### config.mk
export PLATFORM = sky130hd
export DESIGN_NAME = uart_rx_frame_ctrl
export DESIGN_NICKNAME = d
export VERILOG_FILES = /design/src/rtl/uart_rx_pkg.sv /design/src/rtl/data_sampler.sv /design/src/rtl/uart_rx_frame_ctrl.sv
export SDC_FILE = /design/constraint.sdc
export NUM_CORES = 1
export LEC_CHECK = 0
export ABC_AREA = 1
export BUFFER_PORTS_ARGS = -buffer_cell sky130_fd_sc_hd__clkbuf_2
export CAP_MARGIN = 25
export CORE_MARGIN = 4
export CORE_UTILIZATION = 30
export CTS_CLUSTER_SIZE = 12
export DETAILED_ROUTE_END_ITERATION = 7
export GPL_ROUTABILITY_DRIVEN = 0
export SYNTH_ARGS = -nofsm -noshare
export SYNTH_HDL_FRONTEND = slang
export SYNTH_SLANG_ARGS = --single-unit
### constraint.sdc
create_clock -name clk -period 1.8 [get_ports clk]
set_clock_uncertainty 0.05 [all_clocks]
set_input_delay 0 -clock clk [delete_from_list [all_inputs] [get_ports clk]]
set_output_delay 0 -clock clk [all_outputs]
set_load 0.01 [all_outputs]
### src/rtl/uart_rx_pkg.sv
// Shared types and constants for the UART receive frame controller.
package uart_rx_pkg;

   typedef enum logic [2:0] {
      IDLE   = 3'd0,
      START  = 3'd1,
      DATA   = 3'd2,
      PARITY = 3'd3,
      STOP   = 3'd4
   } state_e;

   localparam logic [5:0] PRESCALE_4  = 6'd4;
   localparam logic [5:0] PRESCALE_8  = 6'd8;
   localparam logic [5:0] PRESCALE_16 = 6'd16;
   localparam logic [5:0] PRESCALE_32 = 6'd32;

   localparam logic EVEN = 1'b0;
   localparam logic ODD  = 1'b1;

   function automatic logic prescale_legal(input logic [5:0] p);
      return (p == PRESCALE_4) || (p == PRESCALE_8) ||
             (p == PRESCALE_16) || (p == PRESCALE_32);
   endfunction

   // Mid-bit edge index, P/2.
   function automatic logic [4:0] mid_edge(input logic [5:0] p);
      return 5'(p >> 1);
   endfunction

endpackage

### src/rtl/data_sampler.sv
// Three-point mid-bit sampler with 2-of-3 majority vote on RX_IN.
module data_sampler
   import uart_rx_pkg::*;
(
   input  logic       clk,
   input  logic       rst,
   input  logic       RX_IN,
   input  logic [4:0] edge_cnt,
   input  logic [5:0] Prescale,
   input  logic       cnt_enable,
   output logic       sampled_bit
);

   logic [4:0] w_mid;
   logic       r_s0, r_s1, r_s2;

   assign w_mid = mid_edge(Prescale);

   always_ff @(posedge clk or negedge rst) begin
      if (!rst) begin
         r_s0 <= 1'b0;
         r_s1 <= 1'b0;
         r_s2 <= 1'b0;
      end else if (cnt_enable) begin
         if (edge_cnt == w_mid - 5'd2) r_s0 <= RX_IN;
         if (edge_cnt == w_mid - 5'd1) r_s1 <= RX_IN;
         if (edge_cnt == w_mid)        r_s2 <= RX_IN;
      end
   end

   assign sampled_bit = (r_s0 & r_s1) | (r_s0 & r_s2) | (r_s1 & r_s2);

endmodule

### src/rtl/uart_rx_frame_ctrl.sv
// UART receive frame FSM: start/data/parity/stop sequencing, error flags and byte output.
module uart_rx_frame_ctrl
   import uart_rx_pkg::*;
(
   input  logic       clk,
   input  logic       rst,
   input  logic       RX_IN,
   input  logic       PAR_EN,
   input  logic       PAR_TYP,
   input  logic [5:0] Prescale,
   input  logic [4:0] edge_cnt,
   input  logic [3:0] bit_cnt,
   input  logic [4:0] f_edge,
   output logic       cnt_enable,
   output logic [7:0] P_DATA,
   output logic       data_valid,
   output logic       par_err,
   output logic       stp_err
);

   state_e     r_state;
   logic [7:0] r_shift;
   logic       r_par_en;
   logic       r_par_typ;
   logic       w_sampled;
   logic       w_bit_end;

   data_sampler u_sampler (
      .clk        (clk),
      .rst        (rst),
      .RX_IN      (RX_IN),
      .edge_cnt   (edge_cnt),
      .Prescale   (Prescale),
      .cnt_enable (cnt_enable),
      .sampled_bit(w_sampled)
   );

   assign w_bit_end = cnt_enable && (edge_cnt == f_edge);

   always_ff @(posedge clk or negedge rst) begin
      if (!rst) begin
         r_state    <= IDLE;
         cnt_enable <= 1'b0;
         P_DATA     <= 8'h00;
         data_valid <= 1'b0;
         par_err    <= 1'b0;
         stp_err    <= 1'b0;
         r_shift    <= 8'h00;
         r_par_en   <= 1'b0;
         r_par_typ  <= EVEN;
      end else begin
         data_valid <= 1'b0;
         case (r_state)
            IDLE: begin
               if (!RX_IN && prescale_legal(Prescale)) begin
                  r_state    <= START;
                  cnt_enable <= 1'b1;
                  r_par_en   <= PAR_EN;
                  r_par_typ  <= PAR_TYP;
                  par_err    <= 1'b0;
                  stp_err    <= 1'b0;
               end
            end
            START: begin
               if (w_bit_end) begin
                  // A start bit that votes high was line noise, not a frame.
                  if (w_sampled) begin
                     r_state    <= IDLE;
                     cnt_enable <= 1'b0;
                  end else begin
                     r_state <= DATA;
                  end
               end
            end
            DATA: begin
               if (w_bit_end) begin
                  r_shift <= {w_sampled, r_shift[7:1]};
                  if (bit_cnt == 4'd8) r_state <= r_par_en ? PARITY : STOP;
               end
            end
            PARITY: begin
               if (w_bit_end) begin
                  if (w_sampled != ((^r_shift) ^ r_par_typ)) par_err <= 1'b1;
                  r_state <= STOP;
               end
            end
            STOP: begin
               if (w_bit_end) begin
                  stp_err <= ~w_sampled;
                  if (!par_err && w_sampled) begin
                     P_DATA     <= r_shift;
                     data_valid <= 1'b1;
                  end
                  r_state    <= IDLE;
                  cnt_enable <= 1'b0;
               end
            end
            default: begin
               r_state    <= IDLE;
               cnt_enable <= 1'b0;
            end
         endcase
      end
   end

endmodule
==> results.txt <==
crit path time final -> 1.57 ns
nets -> 320
# H-tree levels -> 1
crit-path max cell delay -> 0.42 ns
Top cell by count, worst path -> nor2_1
clock buffer depth -> 2
area of the die -> 7430 um^2
routed len/inst -> 10.3 um
Power, Total -> 2.15 mW
Row Count -> 28
yosys warns -> 0
synthesized cell area -> 1830 um^2
status -> finished, final reports clean
Detailed Place HPWL -> 3.02 mm
Die H -> 86.2 um
type of the tightest min-delay check -> input port to register
crit start category -> register
maximum vdd drop -> 0.000431 V
Critical Path Slowest Stage Cell -> dfrtp_1
f_max -> 0.639 GHz
largest net degree at the start of global routing -> 29
Multi-input gate area -> 967 um^2
# setup viols final -> 0
WL final -> 3.77 mm
pwr dens -> 982 nW/um^2
critical-path cell list -> nor2_1 -> inv_1 -> nor2_1 -> nand3_4 -> nand2_1 -> o21ai_2
average cell area after synthesis -> 7.43 um^2
TritonCTS buffer count -> 3
Cells on Worst Hold Path -> 4
Layout Cells excl Fill -> 364
port bufs -> 36
Sequential Area -> 701 um^2
initial antenna violation count -> 0
first-pass GRT wire length -> 6.50 mm
io pins -> 37
Placed Cells -> 356
Final Hold Violating Endpoints -> 0
Antenna Diode Count -> 0
setup TNS -> 0 ns
cell count after synthesis -> 247
Clock transition at path regs -> 0.10 ns
Starting Density -> 0.310
most common cell after layout, fill and taps aside -> nand2_1
Tcrit/Tclk final -> 0.870
initial DRC count -> 91
via count -> 1,610
most frequent cells in the layout -> nand2_1 (79), inv_1 (37), clkbuf_2 (36)
Chip Width -> 86.2 um
critical path class -> register to register
sequential area share after synthesis -> 0.382
Worst Path Max Fanout -> 17
CTS tree -> yes
worst reg2reg path depth -> 6
Critical Path RT -> 1.92 ns
RSZ-0062 raised after global routing -> no
Via-to-Cell Ratio -> 4.42
P&R area growth vs syn -> 19.1%
clock insertion delay at the later pin of the skew report -> 0.27 ns
register bit total from synthesis -> 28
CP Capture Type -> register
CP arrival -> 1.68 ns
Final Max Slew Viols -> 0
Filler cells -> 615
Core ar. -> 5920 um^2
share of cells above drive strength 1 -> 0.211
DRT Pass-1 Iters -> 4
Max Cap Viol -> 0
number of global-route vias before repair -> 1,535
Clock Root Buffer -> clkbuf_8
All-Layer GR Usage -> 0.104
Lkg Pwr -> 1.21 nW
Syn Nets -> 277
Worst Tran Pin Value -> 0.685 ns
relative slew slack -> 0.543
drc violations -> 0
Congestion Overflow GR -> 0
DRT antenna net count -> 0
TritonCTS sink count -> 28
Yosys cell types -> 30
setup bufs post-CTS -> 0
cells by family (layout without fill, tap and decap cells):
logic type | after synthesis | after routing | share of synthesized area
XOR/XNOR | 13 | 13 | 0.0621
multiplexers | 2 | 2 | 0.0116
AO/OA/AOI/OAI | 35 | 35 | 0.119
AND/OR/NAND/NOR | 123 | 123 | 0.301
flip-flops | 28 | 28 | 0.382
adder cells (fa/ha/maj) | 5 | 5 | 0.0341
buffers and inverters | 41 | 83 | 0.0907
what timing repair did:
action	4_1_cts	5_1_grt
hold endpoints to repair	31	0
resized for setup	0	0
endpoints found under the setup margin	0	0
hold buffers	4	0
Yosys cell counts:
cell type,n,share of area
nor3_2,1,0.0055
buf_4,1,0.0041
nand3_1,12,0.033
o21ai_2,10,0.048
xor2_1,6,0.029
nand4_1,2,0.0068
mux2i_1,1,0.0055
nor4_1,1,0.0034
mux2_2,1,0.0061
a21oi_1,5,0.014
nor2_4,2,0.012
inv_1,37,0.076
nor3_1,3,0.0082
nand3b_1,1,0.0041
xnor2_1,7,0.033
inv_2,1,0.0020
dfrtp_1,28,0.38
ha_1,5,0.034
nand3_4,1,0.0096
a31oi_1,2,0.0068
nand2_1,79,0.16
clkinv_2,1,0.0027
nor3_4,1,0.0089
nor2_1,17,0.035
o211ai_1,1,0.0041
or2_2,1,0.0034
nand2_2,1,0.0034
nand2_4,1,0.0061
o21ai_0,17,0.046
buf_6,1,0.0061
worst paths after layout:
kind	start	endpoint	slack, ns
setup reg to reg	r_state[1]	P_DATA[0]	0.23
hold reg to reg	P_DATA[6]	P_DATA[6]	0.44
min in group asynchronous	rst	P_DATA[1]	0.23
max in group asynchronous	rst	r_state[2]	1.02
setup / recovery	r_state[1]	P_DATA[0]	0.23
hold / removal	Prescale[0]	cnt_enable	0.11
layout make-up:
cell class | count | share of cell area
multi-input cells | 178 | 0.443
clock buffers | 4 | 0.0252
inverters | 39 | 0.0676
well taps | 75 | 0.0430
flip-flops and latches | 28 | 0.321
repair buffers | 40 | 0.101
critical path: cells and delay by family (launching register included):
family                 cells  cell delay, ns
buffers and inverters      1            0.05
AOI/OAI and AO/OA          1            0.06
and+or+nand+nor            4            0.87
DFF                        1            0.42
through the flow:
step	util	cell area (um^2)	hold slack [ns]	worst slack, ns
5_1_grt	0.369	2180	0.125	0.0460
6_report	0.369	2180	0.105	0.234
2_1_floorplan	-	1830	-0.346	0.386
3_5_place_dp	0.353	2090	0.0386	0.238
3_3_place_gp	0.353	2090	0.0370	0.252
4_1_cts	0.369	2180	0.0931	0.221
flip-flops by register name (all words and copies together) (netlist names):
| signal | cells |
|---|---|
| data_valid | 1 |
| cnt_enable | 1 |
| stp_err | 1 |
| u_sampler.r_s2 | 1 |
| u_sampler.r_s0 | 1 |
| par_err | 1 |
| r_par_typ | 1 |
| r_par_en | 1 |
| r_shift | 8 |
| P_DATA | 8 |
| r_state | 3 |
| u_sampler.r_s1 | 1 |
where the power goes:
part / switching (mW) / leakage (nW) / internal, mW
registers: 0.101 / 0.341 / 0.744
logic: 0.570 / 0.839 / 0.337
clock network: 0.198 / 0.0288 / 0.196
total: 0.869 / 1.21 / 1.28
layer usage:
| layer | track usage | share of wire |
|---|---|---|
| met5 | 0 | 0 |
| met4 | 0.0170 | 0 |
| met3 | 0.0190 | 0.039 |
| met2 | 0.189 | 0.47 |
| met1 | 0.132 | 0.49 |
No activity file was read; power rests on OpenSTA's default activity.
